===== src/rtl/irrigation_valve_ctrl.sv =====
// Irrigation valve sequencer: hysteresis start/stop, minimum on-time,
// watering timeout with latched alarm, and post-watering soak hold-off.
module irrigation_valve_ctrl #(
    parameter int W        = 4,
    parameter int MIN_ON   = 4,
    parameter int MAX_ON   = 20,
    parameter int SOAK_CYC = 8
) (
    input  logic         clk,
    input  logic         rst_n,
    input  logic         sample_valid,
    input  logic [W-1:0] moisture,
    input  logic [W-1:0] tank_level,
    input  logic [W-1:0] low_thr,
    input  logic [W-1:0] high_thr,
    input  logic [W-1:0] tank_min,
    input  logic         fault_clr,
    output logic         valve,
    output logic         alarm,
    output logic         tank_low,
    output logic         cfg_err,
    output logic [1:0]   state,
    output logic [7:0]   cycles_done
);

    typedef enum logic [1:0] {
        IDLE  = 2'd0,
        WATER = 2'd1,
        SOAK  = 2'd2,
        FAULT = 2'd3
    } state_t;

    localparam logic [7:0] MIN_ON_C = 8'(MIN_ON);
    localparam logic [7:0] MAX_ON_C = 8'(MAX_ON);
    localparam logic [7:0] SOAK_C   = 8'(SOAK_CYC);

    state_t     state_q, state_d;
    logic [7:0] on_cnt_q, on_cnt_d;
    logic [7:0] soak_cnt_q, soak_cnt_d;
    logic [7:0] cycles_q, cycles_d;
    logic       valve_q, alarm_q, tank_low_q, cfg_err_q;

    logic tank_ok, cfg_bad, start, dry_stop, wet_stop;

    assign tank_ok  = tank_level > tank_min;
    assign cfg_bad  = low_thr >= high_thr;
    assign start    = sample_valid && (moisture < low_thr)
                      && tank_ok && !cfg_bad;
    assign dry_stop = sample_valid && !tank_ok;
    // A wet sample before the minimum on-time is simply dropped.
    assign wet_stop = sample_valid && (moisture >= high_thr)
                      && (on_cnt_q >= MIN_ON_C);

    always_comb begin
        state_d    = state_q;
        on_cnt_d   = on_cnt_q;
        soak_cnt_d = soak_cnt_q;
        cycles_d   = cycles_q;
        unique case (state_q)
            IDLE: begin
                if (start) begin
                    state_d  = WATER;
                    on_cnt_d = 8'd1;
                end
            end
            WATER: begin
                if (dry_stop || wet_stop) begin
                    state_d    = SOAK;
                    soak_cnt_d = 8'd1;
                    if (cycles_q != 8'hFF) begin
                        cycles_d = cycles_q + 8'd1;
                    end
                end else if (on_cnt_q == MAX_ON_C) begin
                    state_d = FAULT;
                end else begin
                    on_cnt_d = on_cnt_q + 8'd1;
                end
            end
            SOAK: begin
                if (soak_cnt_q == SOAK_C) begin
                    state_d = IDLE;
                end else begin
                    soak_cnt_d = soak_cnt_q + 8'd1;
                end
            end
            FAULT: begin
                if (fault_clr) begin
                    state_d = IDLE;
                end
            end
        endcase
    end

    always_ff @(posedge clk or negedge rst_n) begin
        if (!rst_n) begin
            state_q    <= IDLE;
            on_cnt_q   <= 8'd0;
            soak_cnt_q <= 8'd0;
            cycles_q   <= 8'd0;
            valve_q    <= 1'b0;
            alarm_q    <= 1'b0;
            tank_low_q <= 1'b0;
            cfg_err_q  <= 1'b0;
        end else begin
            state_q    <= state_d;
            on_cnt_q   <= on_cnt_d;
            soak_cnt_q <= soak_cnt_d;
            cycles_q   <= cycles_d;
            valve_q    <= (state_d == WATER);
            alarm_q    <= (state_d == FAULT);
            cfg_err_q  <= cfg_bad;
            if (sample_valid) begin
                tank_low_q <= !tank_ok;
            end
        end
    end

    assign valve       = valve_q;
    assign alarm       = alarm_q;
    assign tank_low    = tank_low_q;
    assign cfg_err     = cfg_err_q;
    assign state       = state_q;
    assign cycles_done = cycles_q;

endmodule


===== config.mk =====
export PLATFORM = sky130hd
export DESIGN_NAME = irrigation_valve_ctrl
export DESIGN_NICKNAME = d
export VERILOG_FILES = /design/src/rtl/irrigation_valve_ctrl.sv
export SDC_FILE = /design/constraint.sdc
export NUM_CORES = 1
export LEC_CHECK = 0
export BUFFER_PORTS_ARGS = -buffer_cell sky130_fd_sc_hd__buf_2
export CORE_MARGIN = 5
export CORE_UTILIZATION = 54
export CTS_CLUSTER_DIAMETER = 200
export DETAILED_ROUTE_END_ITERATION = 6
export PLACE_DENSITY = 0.85
export SLEW_MARGIN = 15
export SYNTH_ARGS = -nofsm -noshare
export SYNTH_HDL_FRONTEND = slang
export SYNTH_SLANG_ARGS = --single-unit

===== constraint.sdc =====
create_clock -name clk -period 6.3 [get_ports clk]
set_clock_uncertainty 0.2 [all_clocks]
set_input_delay 0.945 -clock clk [delete_from_list [all_inputs] [get_ports clk]]
set_output_delay 0.945 -clock clk [all_outputs]
set_load 0.005 [all_outputs]

==> flow_summary.ini <==
[place]
post-place-cells = 292
gp_congestion = 0.9396
pre_cts_ws_ps = 3146
port_buffers = 37
hpwl_um = 3114

[clock_tree]
cts-htree-levels = 2
cts_tree = done
clockBufferDepth = 2
clk_latency_ps = 290
holdBufCountCts = 0
cts_setup_buffers = 0
numCtsBuffers = 5
ctsResizeCount = 0
cts.sinks = 30
path_clk_slew_ps = 70
root_buffer = clkbuf_8

[setup_path]
path_class = in -> reg
required_ps = 6270
ff2ff_path_depth = 6
critPathArrivalTime_ps = 2860
end_kind = flip-flop
worstSetupStartpointType = input pin
r2r_slack_ps = 3880
crit_fanout = 9

[yosys]
synthArstFlopShare_pct = 100.0
synth_seq_cells = 30
synth_flop_cell = dfrtp_1
synth_top_area_share_pct = 37.17
yosysSeqAreaShare_pct = 37.17
yosysWarnings = 0
synth.avg_cell_area_um2 = 9.662
synth_top_area_cell = dfrtp_1
synth_edf_count = 0
yosys.cell_types.count = 51
synthesis.instances = 209
synth_nets = 253
syn-cell-area_mm2 = 0.002019
synth.top_cells.by_area = dfrtp_1, ha_1, xor2_1

[timing]
tightest_slew_ps = 651.8
min_period_ps = 2884
slew_violations = 0
relSlewSlack_pct = 56.54
fin_tns_setup_ps = 0
fmax_ghz = 0.3468
hold_viol = 0
rsz0062_at_grt = no
period_share_pct = 45.77
report.final.setup_viol = 0
setup_ws_ps = 3416

[routing]
drt-pass1-iter-count = 4
totalWireLength_um = 4187
wl_per_cell_um = 13.96
drc = 0
vias = 1698
drt_iter0_markers = 98
viasPerCell = 5.660
ant_nets = 0

[floorplanning]
core_mm2 = 0.003633
io_pins = 38
start_util_pct = 55.58
die_w_um = 71.16
rows = 22
die_y_um = 71.16
dieArea_mm2 = 0.005063

[power]
p_leak_nw = 1.159
cellPowerDensity_mw_per_mm2 = 310.6
ir_worst_vdd_v = 0.0001445
power_mw = 0.7283

[layout]
area_delta_synth_final_pct = 16.11
fin_cells = 300
utilization_pct = 64.53
fin_nets = 295
diodes = 0
drive_gt1_share_pct = 24.21

[global_route]
grt_max_degree = 31
grt_pass1_vias = 1690
grtUsageTotal_pct = 17.63
antenna_found_initial = 0
grt_first_pass_wirelength_um = 7196
grt-ovfl-total = 0

[hold_path]
hp-class = reg -> reg
worstHoldPathCells = 1

[status]
outcome = completed

[run]
cap_violations = 0
[worst max-delay path, cell delays in order]
cell and delay, ps:
buf_2 100, ha_1 300, a21oi_1 70, o21ai_1 470
a31o_1 530, nor2_2 110, mux2_1 320
[where the power goes]
part / switching (mW) / internal (mW) / leakage (nW)
Combinational: 0.133 / 0.114 / 0.727
Sequential: 0.0703 / 0.247 / 0.384
Clock: 0.0759 / 0.0876 / 0.0472
Total: 0.279 / 0.449 / 1.16
[layer usage]
metal  up-vias  GRT usage, %  share of wire [%]
li1        835             -                  -
met2        41         31.12                 51
met3        11         3.977                4.7
met5         -             0                  0
met4         0         6.681                2.0
met1       811         20.64                 42
[area by class of cell]
type                            instances  area [um2]
Tap cell                               48       60.06
Multi-Input combinational cell        157        1179
Clock inverter                          2       12.51
Clock buffer                            6       82.58
Inverter                               20       75.07
Sequential cell                        30       750.7
Timing Repair Buffer                   37       185.2
Fill cell                             310        1289
[cells in the final DEF, fill, tap and decap left out, drive strengths merged, types with 6 or more instances in the layout]
master  count
o21ai      12
nor2       16
nor3       10
nand2      12
nand3      12
xor2        9
clkbuf      6
buf        37
ha         20
inv        20
dfrtp      30
[synthesized netlist by cell type (2+ instances only)]
master and instances:
o31ai_1 2, nand4_1 4, nand2_1 11, nand2b_1 4, xor2_1 9, ha_1 20
and2_1 2, nor3_2 4, o22ai_1 5, and3_1 5, a211oi_1 3, nand3_1 12
xnor2_1 4, a21boi_0 2, dfrtp_1 30, nor2_1 15, inv_1 20, nor2b_1 4
o21ai_0 8, nor3_1 6, o21ai_1 3, a21oi_1 4, a31oi_1 4
[path summary, 6_finish.rpt]
check                          startpoint              to
hold reg to reg            cycles_done[4]  cycles_done[4]
max in group asynchronous           rst_n     on_cnt_q[1]
min in group asynchronous           rst_n   soak_cnt_q[4]
setup reg to reg              on_cnt_q[3]  cycles_done[1]
setup / recovery            tank_level[1]  cycles_done[1]
hold / removal             cycles_done[4]  cycles_done[4]
[registers in the layout, indices dropped and copies added, names as in the netlist]
name / count
valve: 1
on_cnt_q: 8
cfg_err: 1
alarm: 1
tank_low: 1
state: 2
cycles_done: 8
soak_cnt_q: 8
[stage by stage]
stage | instance area, um2 | hold slack [ps]
floorplan | 2019 | 277.4
global placement | 2250 | 272.8
detailed placement | 2250 | 298.4
CTS | 2345 | 316.4
global route | 2345 | 327.4
finish | 2345 | 322.6
[logic make-up (layout without fill, tap and decap cells)]
| kind of cell | after synthesis | count (layout) | share of synthesized area, % |
|---|---|---|---|
| multiplexers | 3 | 3 | 1.611 |
| AND/OR/NAND/NOR | 76 | 76 | 21.81 |
| XOR/XNOR | 13 | 13 | 5.638 |
| buffers and inverters | 22 | 65 | 4.461 |
| adder cells (fa/ha/maj) | 20 | 20 | 12.39 |
| flip-flops | 30 | 30 | 37.17 |
| AO/OA/AOI/OAI | 45 | 45 | 16.92 |
(Power assumes the default switching activity.)
